`src/rtl/edge_pkg.sv`:
```
// Shared types and default sizing for the debounced edge detector.
package edge_pkg;

    typedef enum logic [1:0] {
        MODE_NONE = 2'b00,
        MODE_RISE = 2'b01,
        MODE_FALL = 2'b10,
        MODE_BOTH = 2'b11
    } edge_mode_t;

    localparam int DEF_N           = 4;
    localparam int DEF_SYNC_STAGES = 2;
    localparam int DEF_DB_CYCLES   = 4;

endpackage

```
`src/rtl/edge_channel.sv`:
```
// One input channel: synchroniser, debounce counter, edge strobe and sticky pending flag.
module edge_channel
    import edge_pkg::*;
#(
    parameter int SYNC_STAGES = DEF_SYNC_STAGES,
    parameter int DB_CYCLES   = DEF_DB_CYCLES
) (
    input  logic       clk,
    input  logic       reset,
    input  logic       din,
    input  edge_mode_t mode,
    input  logic       clear,
    output logic       level,
    output logic       pulse,
    output logic       pending
);

    localparam int             CW       = $clog2(DB_CYCLES + 1);
    localparam logic [CW-1:0]  CNT_LAST = CW'(DB_CYCLES - 1);

    logic [SYNC_STAGES-1:0] sync_q;
    logic [CW-1:0]          cnt_q;
    logic                   s;
    logic                   upd;
    logic                   fire;

    assign s = sync_q[SYNC_STAGES-1];

    // Mode is sampled at the update edge itself, so a mode change never acts retroactively.
    always_comb begin
        upd  = (s != level) && (cnt_q == CNT_LAST);
        fire = 1'b0;
        if (upd) begin
            if (s)
                fire = (mode == MODE_RISE) || (mode == MODE_BOTH);
            else
                fire = (mode == MODE_FALL) || (mode == MODE_BOTH);
        end
    end

    always_ff @(posedge clk) begin
        if (reset) begin
            sync_q  <= '0;
            cnt_q   <= '0;
            level   <= 1'b0;
            pulse   <= 1'b0;
            pending <= 1'b0;
        end else begin
            sync_q[0] <= din;
            for (int i = 1; i < SYNC_STAGES; i++)
                sync_q[i] <= sync_q[i-1];

            if (s == level) begin
                cnt_q <= '0;
            end else if (upd) begin
                level <= s;
                cnt_q <= '0;
            end else begin
                cnt_q <= cnt_q + CW'(1);
            end

            pulse   <= fire;
            // Set has priority over a coincident clear.
            pending <= fire | (pending & ~clear);
        end
    end

endmodule

```
`src/rtl/edge_detect.sv`:
```
// N independent debounced edge-detect channels with per-channel mode and pending flags.
module edge_detect
    import edge_pkg::*;
#(
    parameter int N           = DEF_N,
    parameter int SYNC_STAGES = DEF_SYNC_STAGES,
    parameter int DB_CYCLES   = DEF_DB_CYCLES
) (
    input  logic           clk,
    input  logic           reset,
    input  logic [N-1:0]   in,
    input  logic [2*N-1:0] mode,
    input  logic [N-1:0]   clear,
    output logic [N-1:0]   level,
    output logic [N-1:0]   pulse,
    output logic [N-1:0]   pending
);

    for (genvar i = 0; i < N; i++) begin : g_ch
        edge_channel #(
            .SYNC_STAGES (SYNC_STAGES),
            .DB_CYCLES   (DB_CYCLES)
        ) u_ch (
            .clk     (clk),
            .reset   (reset),
            .din     (in[i]),
            .mode    (edge_mode_t'(mode[2*i +: 2])),
            .clear   (clear[i]),
            .level   (level[i]),
            .pulse   (pulse[i]),
            .pending (pending[i])
        );
    end

endmodule
```
`config.mk`:
```
export PLATFORM = sky130hd
export DESIGN_NAME = edge_detect
export DESIGN_NICKNAME = d
export VERILOG_FILES = /design/src/rtl/edge_pkg.sv /design/src/rtl/edge_channel.sv /design/src/rtl/edge_detect.sv
export SDC_FILE = /design/constraint.sdc
export NUM_CORES = 1
export LEC_CHECK = 0
export ABC_CLOCK_PERIOD_IN_PS = 1600
export CAP_MARGIN = 15
export CELL_PAD_IN_SITES_DETAIL_PLACEMENT = 1
export CELL_PAD_IN_SITES_GLOBAL_PLACEMENT = 2
export CORE_MARGIN = 2
export CORE_UTILIZATION = 25
export CTS_CLUSTER_SIZE = 20
export DETAILED_ROUTE_END_ITERATION = 10
export DONT_BUFFER_PORTS = 1
export HOLD_SLACK_MARGIN = 0.08
export MAX_ROUTING_LAYER = met4
export PLACE_DENSITY = 0.51
export SETUP_SLACK_MARGIN = 0.15
export SYNTH_ARGS = -nofsm -noshare
export SYNTH_HDL_FRONTEND = slang
export SYNTH_SLANG_ARGS = --single-unit
```
`constraint.sdc`:
```
create_clock -name clk -period 1.6 [get_ports clk]
set_clock_uncertainty 0.15 [all_clocks]
set_input_delay 0.32 -clock clk [delete_from_list [all_inputs] [get_ports clk]]
set_output_delay 0.32 -clock clk [all_outputs]
set_load 0.01 [all_outputs]
```
Word-level counts from Yosys, hierarchy flattened
Index checks and enable logic that the tools add are counted.
{"block": "word_totals", "output_inout_bits": 12, "input_bits": 18, "n_memories": 0, "ram_bits": 0, "latchBits": 0, "mem_bits_ro": 0, "register_bits": 32}
{"block": "classes", "n_addsub": 4, "mux": 8, "n_bitwise": 16, "n_mul": 0, "reduce_logical": 20, "div": 0, "shift": 0, "n_eq_ne": 24, "order_cmp": 0}
{"cell": "== test 2 bit, second input constant", "count": 8}
{"cell": "adder 3 x 1 -> 3 bit, second input constant", "count": 4}
{"cell": "== test 3 x 2 -> 1 bit, second input constant", "count": 4}
{"cell": "OR reduction 3 bit", "count": 4}
{"cell": "== test 2 x 1 -> 1 bit, second input constant", "count": 4}
{"cell": "logical OR 1 bit", "count": 8}
{"cell": "two-way mux 1 bit", "count": 8}
{"cell": "inverter 1 bit", "count": 8}
{"cell": "AND reduction 2 bit", "count": 4}
{"cell": "bitwise AND 1 bit", "count": 4}
{"cell": "== test 1 bit", "count": 4}
{"cell": "logical AND 1 bit", "count": 4}
{"cell": "inequality test 1 bit", "count": 4}
{"cell": "bitwise OR 1 bit", "count": 4}

Longest topological paths before layout
Gate-level depths: netlist of run 1.
{"block": "logic_depth", "word_depth": 5, "depth_mapped": 5, "depth_no_buf": 5}

Modules after synthesis
From an unflattened synthesis of run 1, not the netlist that was laid out.
{"block": "hier_totals", "hier_cells": 108, "hier_area_um2": 1181.1}
{"module": "edge_channel", "seq_area_each_um2": 160.2, "area_each_um2": 295.3, "cells_each": 27, "n_inst": 4}

Worst setup path before layout of run 1
No wires, ideal clock.
{"block": "synth_path", "path_type": "reg-to-reg", "startpoint": "register g_ch[0].u_ch.cnt_q[0]", "endpoint": "register g_ch[0].u_ch.pending", "arrival_time_ps": 931, "setup_time_ps": 88, "path_stages_with_launch": 5, "path_slack_ps": 431, "period_less_slack_ps": 1169, "path_buffers": 0, "cell_sequence": "dfxtp_1 -> ha_1 -> ha_1 -> inv_1 -> o32ai_2"}
{"block": "synth_via", "elab_chain_cells": 4}
{"element": "start, declared", "line_no": "edge_channel.sv:22", "text": "logic [CW-1:0] cnt_q;"}
{"element": "start signal, assigned", "line_no": "edge_channel.sv:59", "text": "cnt_q <= cnt_q + CW'(1);"}
{"element": "== test 3 x 2 -> 1 bit", "line_no": "edge_channel.sv:31", "text": "upd = (s != level) && (cnt_q == CNT_LAST);"}
{"element": "logical AND 1 bit", "line_no": "edge_channel.sv:31"}
{"element": "two-way mux 1 bit", "line_no": "edge_channel.sv:33", "text": "if (upd) begin"}
{"element": "bitwise OR 1 bit", "line_no": "edge_channel.sv:64", "text": "pending <= fire | (pending & ~clear);"}
{"element": "end signal, assigned", "line_no": "edge_channel.sv:64"}
{"element": "end, declared", "line_no": "edge_channel.sv:15", "text": "output logic pending"}
Every way passes these cells.
A chain may end at the register's enable or synchronous reset.

Worst setup path in the final report of run 1
{"block": "layout_path", "startpoint": "register g_ch[2].u_ch.cnt_q[0]", "endpoint": "register g_ch[2].u_ch.cnt_q[1]"}
{"block": "layout_via", "elab_chain_cells": 3, "elab_cells_between_ends": 4}
{"element": "start, declared", "line_no": "edge_channel.sv:22"}
{"element": "start signal, assigned", "line_no": "edge_channel.sv:59"}
{"element": "== test 3 x 2 -> 1 bit", "line_no": "edge_channel.sv:31"}
{"element": "logical AND 1 bit", "line_no": "edge_channel.sv:31"}
{"element": "OR reduction 3 bit (no line)"}
Several ways; a longest one is shown, not always the timed one.

==> metrics.md, run 1 <==
| Metric | Value |
|---|---|
| Max Cap Viol | `0` |
| I/O Pins | `30` |
| Worst flop-to-flop path endpoint | `g_ch[2].u_ch.cnt_q[1]$_SDFF_PP0_` |
| Max-slew headroom | `0.825` |
| Area Overhead vs Synth | `13.0%` |
| TritonCTS clock tree | `done` |
| Crit-path max FO | `3` |
| R2R setup slack | `0.31 ns` |
| Tightest Pin Transition | `0.261 ns` |
| DR vias | `818` |
| Routability Congestion | `0.651` |
| Setup Fix Bufs, Post-CTS | `0` |
| Die Y | `76.7 um` |
| CP endpoint kind | `flip-flop` |
| Die area | `5890 um^2` |
| RSZ-0062 raised after global routing | `false` |
| Power Density | `1000 nW/um^2` |
| Routed wire per std cell | `10.8 um` |
| Post-synthesis sequential area ratio | `0.484` |
| Hold slack | `-0.0400 ns` |
| Initial Utilization | `0.259` |
| Share of cells above drive strength 1 | `0.136` |
| CP Launch Type | `flip-flop` |
| Syn Area/Cell | `10.4 um^2` |
| Antenna violation net count after detailed routing | `0` |
| VDD IR max | `0.000342 V` |
| Final Cell Area | `1490 um^2` |
| Hold crit path type | `in2reg` |
| Initial antenna violation count | `0` |
| Number of synthesis warnings | `0` |
| Latest clock arrival within the worst-skew pair | `0.27 ns` |
| Most used flip-flop cell after synthesis | `dfxtp_1` |
| H-tree depth | `2` |
| CTS Buffer Depth | `2` |
| Core area | `5110 um^2` |
| Post-synthesis instance area | `1320 um^2` |
| Root buffer cell | `clkbuf_8` |
| Net count after synthesis | `153` |
| FF+latch area | `641 um^2` |
| Ys async rst share | `0` |
| Failing checks | `hold timing` |
| WS Path Type | `reg2reg` |
| Tcrit/Tclk final | `0.804` |
| DR DRC count | `0` |
| Area of the multi-input gates | `510 um^2` |
| Worst-path clk slew | `0.06 ns` |
| Final Hold Violating Endpoints | `8` |
| Final WL | `2180 um` |
| Fin cells | `202` |
| Nets | `157` |
| Hold Startpoint | `reset` |
| Placed cell area | `1280 um^2` |
| Final max-slew violation count | `0` |
| First-pass GRT wire length | `3660 um` |
| # fillers | `611` |
| Layout Utilization | `0.293` |
| Arrival @ worst endpoint | `1.34 ns` |
| Die Width | `76.7 um` |
| Overflow after GRT | `0` |
| Status | `finished with violations` |
| Post-synth EDFFs | `0` |
| Reg2reg start | `g_ch[2].u_ch.cnt_q[0]$_SDFF_PP0_` |
| Hold buffers post-CTS | `12` |
| Largest net degree at the start of global routing | `29` |
| Final setup TNS | `0 ns` |
| Pre-antenna DRT Iters | `2` |
| Post-synthesis register bit count | `32` |
| Global Route Usage Sum | `0.0838` |
| DP Cell Count | `182` |
| Antenna diodes | `0` |
| Crit path capture | `g_ch[2].u_ch.cnt_q[1]$_SDFF_PP0_` |
| Cells after synthesis | `127` |
| Vias in the first global route | `848` |
| Clock sinks | `32` |
| Leak | `0.558 nW` |
| Initial drt markers | `9` |
| Yosys cell types | `16` |
| Setup Viol. Count Final | `0` |
| Total CTS buffers | `5` |
| Via density | `4.05` |
| Port bufs | `0` |
| FP Rows | `26` |
| DP Wirelength | `1560 um` |
| Final min period | `1.29 ns` |
| Fmax | `778 MHz` |
| Cell count of the worst reg-to-reg path | `5` |
| Critical path startpoint | `g_ch[2].u_ch.cnt_q[0]$_SDFF_PP0_` |
| Critical Path RT | `1.66 ns` |
-- cells in the final DEF (no fill, tap or decap) --
cell type,n
dfxtp_1,32
nor2_1,20
inv_1,12
dlygate4sd3_1,12
nor2b_1,8
ha_1,8
clkbuf_8,6
nor2b_2,4
and2b_1,4
o21ai_1,4
a22oi_2,4
nor3_1,4
mux2i_1,4
nand2b_1,4
o32ai_2,4
clkbuf_1,2
-- cells in the mapped netlist (2+ instances only) --
master    count  area share
dfxtp_1      32        0.48
nor2_1       20       0.057
buf_4        12       0.068
inv_1        12       0.034
ha_1          8       0.076
nor2b_1       8       0.038
a22oi_2       4       0.038
and2b_1       4       0.023
mux2i_1       4       0.030
nand2b_1      4       0.019
nor2b_2       4       0.026
nor3_1        4       0.015
o21ai_1       4       0.015
o32ai_2       4       0.049
buf_6         2       0.017
-- sequential cells by signal, summed over array words and instances (netlist names) --
name               count
g_ch.u_ch.cnt_q       12
g_ch.u_ch.sync_q       8
g_ch.u_ch.level        4
g_ch.u_ch.pending      4
g_ch.u_ch.pulse        4
-- cells by family after synthesis --
kind of cell | Yosys count | share of synthesized area
simple gates | 44 | 0.178
flops | 32 | 0.484
buf+inv | 27 | 0.130
compound gates | 12 | 0.102
fa+ha+maj | 8 | 0.0757
mux | 4 | 0.0303
-- metrics by stage --
step                power (W)  setup slack (ns)
floorplan            0.000872             0.431
CTS                   0.00153             0.296
detailed placement   0.000862             0.319
global route          0.00157             0.217
finish                0.00150             0.314
global placement     0.000860             0.343
-- power by group --
group | leakage, nW | switching [W] | internal, W
Clock | 0.0455 | 0.000280 | 0.000351
Combinational | 0.253 | 0.0000164 | 0.0000339
Sequential | 0.260 | 0.00000578 | 0.000809
Total | 0.558 | 0.000302 | 0.00119
-- final cells by class --
| class | count | area share |
|---|---|---|
| clock buffer | 8 | 0.0603 |
| inverter | 12 | 0.0302 |
| multi-input combinational | 68 | 0.342 |
| sequential | 32 | 0.429 |
| tap | 70 | 0.0586 |
| timing repair buffer | 12 | 0.0804 |
-- how the worst min path moves through the flow --
stage                                        end  slack, ns  cells after the start
4_1_cts          g_ch[1].u_ch.level$_SDFFE_PP0P_      -0.06                      1
3_5_place_dp   g_ch[1].u_ch.sync_q[0]$_SDFF_PP0_       0.25                      1
6_report         g_ch[1].u_ch.level$_SDFFE_PP0P_      -0.04                      1
5_1_grt          g_ch[1].u_ch.level$_SDFFE_PP0P_      -0.06                      1
3_3_place_gp     g_ch[1].u_ch.level$_SDFFE_PP0P_       0.25                      1
2_1_floorplan   g_ch[0].u_ch.cnt_q[0]$_SDFF_PP0_       0.25                      1
-- metal layers --
| metal | part of all wire | GRT usage | vias up |
|---|---|---|---|
| met3 | 0.095 | 0.0400 | 6 |
| met1 | 0.42 | 0.0793 | 377 |
| met2 | 0.47 | 0.136 | 28 |
| li1 | - | - | 407 |
| met5 | 0 | - | - |
| met4 | 0.017 | 0.0545 | 0 |
-- critical path, cell delays in order, from the launching register on --
cell	delay, ns
dfxtp_1	0.32
ha_1	0.20
ha_1	0.24
nor2_1	0.11
o21ai_1	0.10
nor2_1	0.11
-- repair_timing --
action                                 CTS  global route
setup endpoints to repair                0             0
endpoints found under the hold margin   20            12
resized for setup                        0             0
Note: power is estimated with default switching activity, not from simulation.
==> inputs of run 2 (changes only) <==
- ABC_CLOCK_PERIOD_IN_PS: 1600 -> 1200
- clock period: 1.6 -> 1.2 ns (I/O delays scaled with it)
==> run 2 against run 1 <==
Net effect:
- the flow still finishes with violations (hold timing)
- combinational power grew 52%
- sequential share of layout area shrank 4.1 points
- critical path type unchanged
- flip-flop and latch count is the same
- global-route usage grew 0.81 points
- hold slack lost 0.094 ns
- total power grew 35%
- largest power group unchanged
- worst setup slack lost 0.27 ns
- sequential power grew 34%
- first-iteration DRC count grew to 2.6 times the previous value
- via count grew 1.7%
- die area is the same
- routed wire length grew 7.8%
==> metrics.md, run 2 (synthesized netlist as in run 1, its figures left out) <==
| Metric | Value |
|---|---|
| FF+latch area | `667 um^2` |
| DR DRC count | `0` |
| Antenna violation net count after detailed routing | `0` |
| Latest clock arrival within the worst-skew pair | `0.28 ns` |
| Initial antenna violation count | `0` |
| Cell count of the worst reg-to-reg path | `4` |
| Initial Utilization | `0.259` |
| Max reg flops | `12` |
| Crit-path max FO | `3` |
| Register bank with the most flops | `g_ch.u_ch.cnt_q` |
| Pre-antenna DRT Iters | `2` |
| Failing checks | `hold timing` |
| R2R setup slack | `0.04 ns` |
| Via density | `4.08` |
| H-tree depth | `2` |
| Overflow after GRT | `0` |
| Pre-CTS setup slack | `0.0208 ns` |
| Leak | `0.587 nW` |
| Final max-slew violation count | `0` |
| Initial drt markers | `23` |
| Antenna diodes | `0` |
| Worst-path clk slew | `0.07 ns` |
| Final Worst Setup Slack | `0.0391 ns` |
| Worst flop-to-flop path endpoint | `g_ch[3].u_ch.pending$_SDFF_PP0_` |
| WP buf/inv | `1` |
| FP Rows | `26` |
| Area Overhead vs Synth | `30.2%` |
| Total Power | `0.00202 W` |
| Biggest regs | `g_ch.u_ch.cnt_q (12), g_ch.u_ch.sync_q (8)` |
| Largest net degree at the start of global routing | `29` |
| Tightest Pin Transition | `0.217 ns` |
| Most Frequent Cell on Critical Path | `ha_4` |
| Critical Path RT | `1.24 ns` |
| Hold buffers post-CTS | `8` |
| Total CTS buffers | `5` |
| Crit path largest cell delay | `0.35 ns` |
| Reg2reg start | `g_ch[3].u_ch.cnt_q[0]$_SDFF_PP0_` |
| Setup Viol. Count Final | `0` |
| Status | `finished with violations` |
| Commonest non-fill, non-tap cell in the layout | `dfxtp_2` |
| DP Wirelength | `1680 um` |
| CP top delay family | `flip-flops` |
| Port bufs | `0` |
| RSZ-0062 raised after global routing | `true` |
| VDD IR max | `0.000529 V` |
| Routed wire per std cell | `11.5 um` |
| Final WL | `2350 um` |
| Crit-path slowest cell | `dfxtp_2` |
| Max Cap Viol | `0` |
| Hold Startpoint | `reset` |
| Vias in the first global route | `878` |
| Hold Path Sink | `g_ch[2].u_ch.pulse$_SDFF_PP0_` |
| Arrival @ worst endpoint | `1.20 ns` |
| Fmax | `861 MHz` |
| Core area | `5110 um^2` |
| I/O Pins | `30` |
| WS Path Type | `reg2reg` |
| Commonest non-fill, non-tap cells in the layout | `dfxtp_2, nor2_1, dfxtp_1` |
| Share of cells above drive strength 1 | `0.530` |
| Power Density | `1170 nW/um^2` |
| CTS Buffer Depth | `2` |
| Die area | `5890 um^2` |
| Placed cell area | `1420 um^2` |
| Final Cell Area | `1720 um^2` |
| Area of the multi-input gates | `684 um^2` |
| TritonCTS clock tree | `done` |
| Min-Delay Path Depth | `1` |
| CP Launch Type | `flip-flop` |
| First-pass GRT wire length | `3960 um` |
| Die Width | `76.7 um` |
| Cells along the critical path | `ha_4 -> ha_4 -> inv_2 -> o32ai_2` |
| Hold slack | `-0.134 ns` |
| Final min period | `1.16 ns` |
| Tcrit/Tclk final | `0.967` |
| Global Route Usage Sum | `0.0919` |
| Clock sinks | `32` |
| # fillers | `593` |
| Root buffer cell | `clkbuf_8` |
| Hold crit path type | `in2reg` |
| Final Hold Violating Endpoints | `28` |
| CP endpoint kind | `flip-flop` |
| DR vias | `832` |
| Routability Congestion | `0.616` |
| Max-slew headroom | `0.855` |
| Nets | `159` |
| Die Y | `76.7 um` |
[run 2: changes by cell type in the layout (fill, tap and decap cells not counted), sizes merged]
cell	change
buf	+6
clkbuf	-2
clkinv	+2
dlygate4sd3	-4
[run 2: power breakdown]
group          internal (W)  switching [W]
Combinational     0.0000505      0.0000260
Clock              0.000457       0.000400
Sequential          0.00108     0.00000961
[run 2: cell type report]
type                    instances  share of cell area
clock buffers                   6              0.0480
inverters                      12              0.0291
flip-flops and latches         32               0.387
repair buffers                 14              0.0814
clock inverters                 2             0.00581
multi-input cells              68               0.398
well taps                      70              0.0509
[run 2: worst max-delay path by stage]
| stage | slack (ns) | cells after the start | startpoint | endpoint |
|---|---|---|---|---|
| 2_1_floorplan | 0.12 | 5 | g_ch[0].u_ch.cnt_q[0]$_SDFF_PP0_ | g_ch[0].u_ch.cnt_q[0]$_SDFF_PP0_ |
| 3_3_place_gp | 0.06 | 5 | g_ch[2].u_ch.cnt_q[0]$_SDFF_PP0_ | g_ch[2].u_ch.cnt_q[0]$_SDFF_PP0_ |
| 5_1_grt | -0.01 | 5 | g_ch[0].u_ch.cnt_q[0]$_SDFF_PP0_ | g_ch[0].u_ch.cnt_q[0]$_SDFF_PP0_ |
| 6_report | 0.04 | 4 | g_ch[3].u_ch.cnt_q[0]$_SDFF_PP0_ | g_ch[3].u_ch.pending$_SDFF_PP0_ |
| 3_5_place_dp | 0.02 | 5 | g_ch[0].u_ch.cnt_q[0]$_SDFF_PP0_ | g_ch[0].u_ch.cnt_q[0]$_SDFF_PP0_ |
| 4_1_cts | 0.04 | 4 | g_ch[0].u_ch.cnt_q[0]$_SDFF_PP0_ | g_ch[0].u_ch.pending$_SDFF_PP0_ |
[run 2: repair_timing]
| item | in CTS | in global routing |
|---|---|---|
| setup endpoints to repair | 33 | 34 |
| gates resized for setup | 23 | 14 |
| endpoints found under the hold margin | 32 | 28 |
| setup buffers | 1 | 1 |
| pin swaps | 6 | 8 |
[run 2: worst reg2reg max path: stages (launching register included)]
cell	delay, ns
dfxtp_2	0.35
ha_4	0.13
ha_4	0.16
inv_2	0.06
o32ai_2	0.22
[run 2: stage by stage]
step	utilization	instances	TNS, ns
2_1_floorplan	-	127	0
3_3_place_gp	0.279	186	0
3_5_place_dp	0.279	186	0
4_1_cts	0.326	203	0
5_1_grt	0.337	204	-0.0432
6_report	0.337	204	0
[run 2: layer usage]
metal,vias to the layer above,GRT usage,share of wire
li1,408,-,-
met1,389,0.0936,0.40
met3,7,0.0471,0.091
met2,28,0.141,0.48
met4,0,0.0545,0.021
met5,-,-,0
==> inputs of run 3 (changes only) <==
- ABC_CLOCK_PERIOD_IN_PS: 1200 -> 1100
- SETUP_SLACK_MARGIN: 0.15 -> 0.4
- SLEW_MARGIN: default -> 20
- clock period: 1.2 -> 1.1 ns (I/O delays scaled with it)
==> run 3 against run 2 <==
Net effect:
- the run ends with hold timing, setup timing left
- total power rose by 22%
- sequential power rose by 8%
- final area fell by 5.2%
- fmax rose by 0.56%
- final cell count fell by 4.4%
- routed wire length fell by 3.5%
- register-to-register slack got worse by 0.09 ns
- first-iteration DRC count fell by 65%
- hold slack got worse by 0.016 ns
- flip-flop and latch count did not move
- critical endpoint is now g_ch[2].u_ch.pending$_SDFF_PP0_
- highest routed layer unchanged
==> metrics.md, run 3 (synthesized netlist as in run 1, its figures left out) <==
| Metric | Value |
|---|---|
| Cell count of the worst reg-to-reg path | `4` |
| Largest net degree at the start of global routing | `29` |
| DR vias | `797` |
| Vias in the first global route | `913` |
| Share of cells above drive strength 1 | `0.544` |
| Internal | `0.00201 W` |
| I/O Pins | `30` |
| Initial antenna violation count | `0` |
| Register bank with the most flops | `g_ch.u_ch.cnt_q` |
| Hold crit path type | `in2reg` |
| Latest clock arrival within the worst-skew pair | `0.28 ns` |
| Area Overhead vs Synth | `23.5%` |
| Switching Power | `0.000465 W` |
| Placed cell area | `1430 um^2` |
| Antenna diodes | `0` |
| CP Launch Type | `flip-flop` |
| CP endpoint kind | `flip-flop` |
| Failing checks | `hold timing, setup timing` |
| Arrival @ worst endpoint | `1.19 ns` |
| Global Route Usage Sum | `0.0904` |
| Switching power share of the total | `0.188` |
| Initial drt markers | `8` |
| R2R setup slack | `-0.05 ns` |
| Root buffer cell | `clkbuf_8` |
| Via density | `4.09` |
| Setup Viol. Count Final | `22` |
| Fmax | `866 MHz` |
| Routability Congestion | `0.616` |
| First-pass GRT wire length | `3970 um` |
| Commonest non-fill, non-tap cells in the layout | `dfxtp_2, nor2_1, dfxtp_1` |
| Nets | `150` |
| Final max-slew violation count | `0` |
| Share of power burned in registers | `0.480` |
| Comb pwr share | `0.021` |
| Final Worst Setup Slack | `-0.0544 ns` |
| Pre-antenna DRT Iters | `2` |
| Final WL | `2270 um` |
| Status | `finished with violations` |
| Total CTS buffers | `5` |
| Critical Path RT | `1.13 ns` |
| Overflow after GRT | `0` |
| Worst flop-to-flop path endpoint | `g_ch[2].u_ch.pending$_SDFF_PP0_` |
| Die Y | `76.7 um` |
| CTS Buffer Depth | `2` |
| VDD IR max | `0.000611 V` |
| Final Hold Violating Endpoints | `32` |
| H-tree depth | `2` |
| DR DRC count | `0` |
| Clock sinks | `32` |
| Tcrit/Tclk final | `1.05` |
| Worst-path clk slew | `0.07 ns` |
| Antenna violation net count after detailed routing | `0` |
| Routed wire per std cell | `11.6 um` |
| Core area | `5110 um^2` |
| Max reg flops | `12` |
| RSZ-0062 raised after global routing | `true` |
| Clock power share | `0.499` |
| Crit-path max FO | `3` |
| WS Path Type | `reg2reg` |
| Commonest non-fill, non-tap cell in the layout | `dfxtp_2` |
| Critical path startpoint | `g_ch[2].u_ch.cnt_q[0]$_SDFF_PP0_` |
| Max Cap Viol | `0` |
| Crit path capture | `g_ch[2].u_ch.pending$_SDFF_PP0_` |
| Max-slew headroom | `0.862` |
| Die area | `5890 um^2` |
| DP Wirelength | `1660 um` |
| TritonCTS clock tree | `done` |
| Port bufs | `0` |
| FP Rows | `26` |
| # fillers | `574` |
| Hold slack | `-0.150 ns` |
| Leak | `0.549 nW` |
| Power Density | `1510 nW/um^2` |
| Initial Utilization | `0.259` |
| Biggest regs | `g_ch.u_ch.cnt_q (12), g_ch.u_ch.sync_q (8)` |
| Final Cell Area | `1630 um^2` |
| Tightest Pin Transition | `0.207 ns` |
| Final min period | `1.15 ns` |
| Die Width | `76.7 um` |
| Reg2reg start | `g_ch[2].u_ch.cnt_q[0]$_SDFF_PP0_` |
run 3: layer usage:
metal,GRT usage,vias to the layer above,part of all wire
met5,-,-,0
met4,0.0545,0,0.0097
met3,0.0376,2,0.073
met2,0.152,19,0.52
met1,0.0866,385,0.39
li1,-,391,-
run 3: area by class of cell:
class | count | area [um^2] | area share
inverters | 12 | 45.0 | 0.0276
repair buffers | 5 | 52.6 | 0.0322
well taps | 70 | 87.6 | 0.0536
multi-input cells | 68 | 652 | 0.399
flip-flops and latches | 32 | 669 | 0.410
clock buffers | 7 | 96.3 | 0.0590
clock inverters | 1 | 30.0 | 0.0184
run 3: worst min path at each step:
| stage | start | to | slack (ns) | cells after the start |
|---|---|---|---|---|
| 2_1_floorplan | clear[0] | g_ch[0].u_ch.pending$_SDFF_PP0_ | 0.16 | 1 |
| 3_3_place_gp | reset | g_ch[1].u_ch.level$_SDFFE_PP0P_ | 0.14 | 1 |
| 3_5_place_dp | reset | g_ch[1].u_ch.level$_SDFFE_PP0P_ | 0.14 | 1 |
| 4_1_cts | reset | g_ch[1].u_ch.level$_SDFFE_PP0P_ | -0.17 | 1 |
| 5_1_grt | reset | g_ch[1].u_ch.level$_SDFFE_PP0P_ | -0.17 | 1 |
| 6_report | reset | g_ch[1].u_ch.level$_SDFFE_PP0P_ | -0.15 | 1 |
run 3: repair_timing:
action                     CTS  global route
setup endpoints to repair   36            36
hold endpoints to repair    32            32
gates resized for setup     14             8
pin swaps                    7             7
setup buffers                0             1
run 3: power by group through the flow:
stage | combinational [W] | sequential [W] | clock (W)
final | 0.0000521 | 0.00118 | 0.00123
after global routing | 0.0000592 | 0.00119 | 0.00135
after CTS | 0.0000475 | 0.00119 | 0.00128
after detailed placement | 0.0000441 | 0.00121 | 0
after global placement | 0.0000426 | 0.00121 | 0
after floorplan | 0.0000623 | 0.00121 | 0
run 3: metrics by stage:
step / total power, W / TNS (ns) / utilization / std cells / setup WS [ns]
final: 0.00247 / -0.532 / 0.320 / 195 / -0.0544
after global routing: 0.00259 / -1.92 / 0.320 / 195 / -0.115
after CTS: 0.00252 / -1.08 / 0.313 / 194 / -0.0708
after detailed placement: 0.00126 / -0.654 / 0.281 / 186 / -0.0723
after global placement: 0.00126 / -0.276 / 0.281 / 186 / -0.0399
after floorplan: 0.00127 / 0 / - / 127 / 0.0183
run 3: critical path, cell delays in order, from the launching register on:
cell	delay [ns]
dfxtp_2	0.35
ha_4	0.14
ha_4	0.15
inv_2	0.05
o32ai_2	0.23
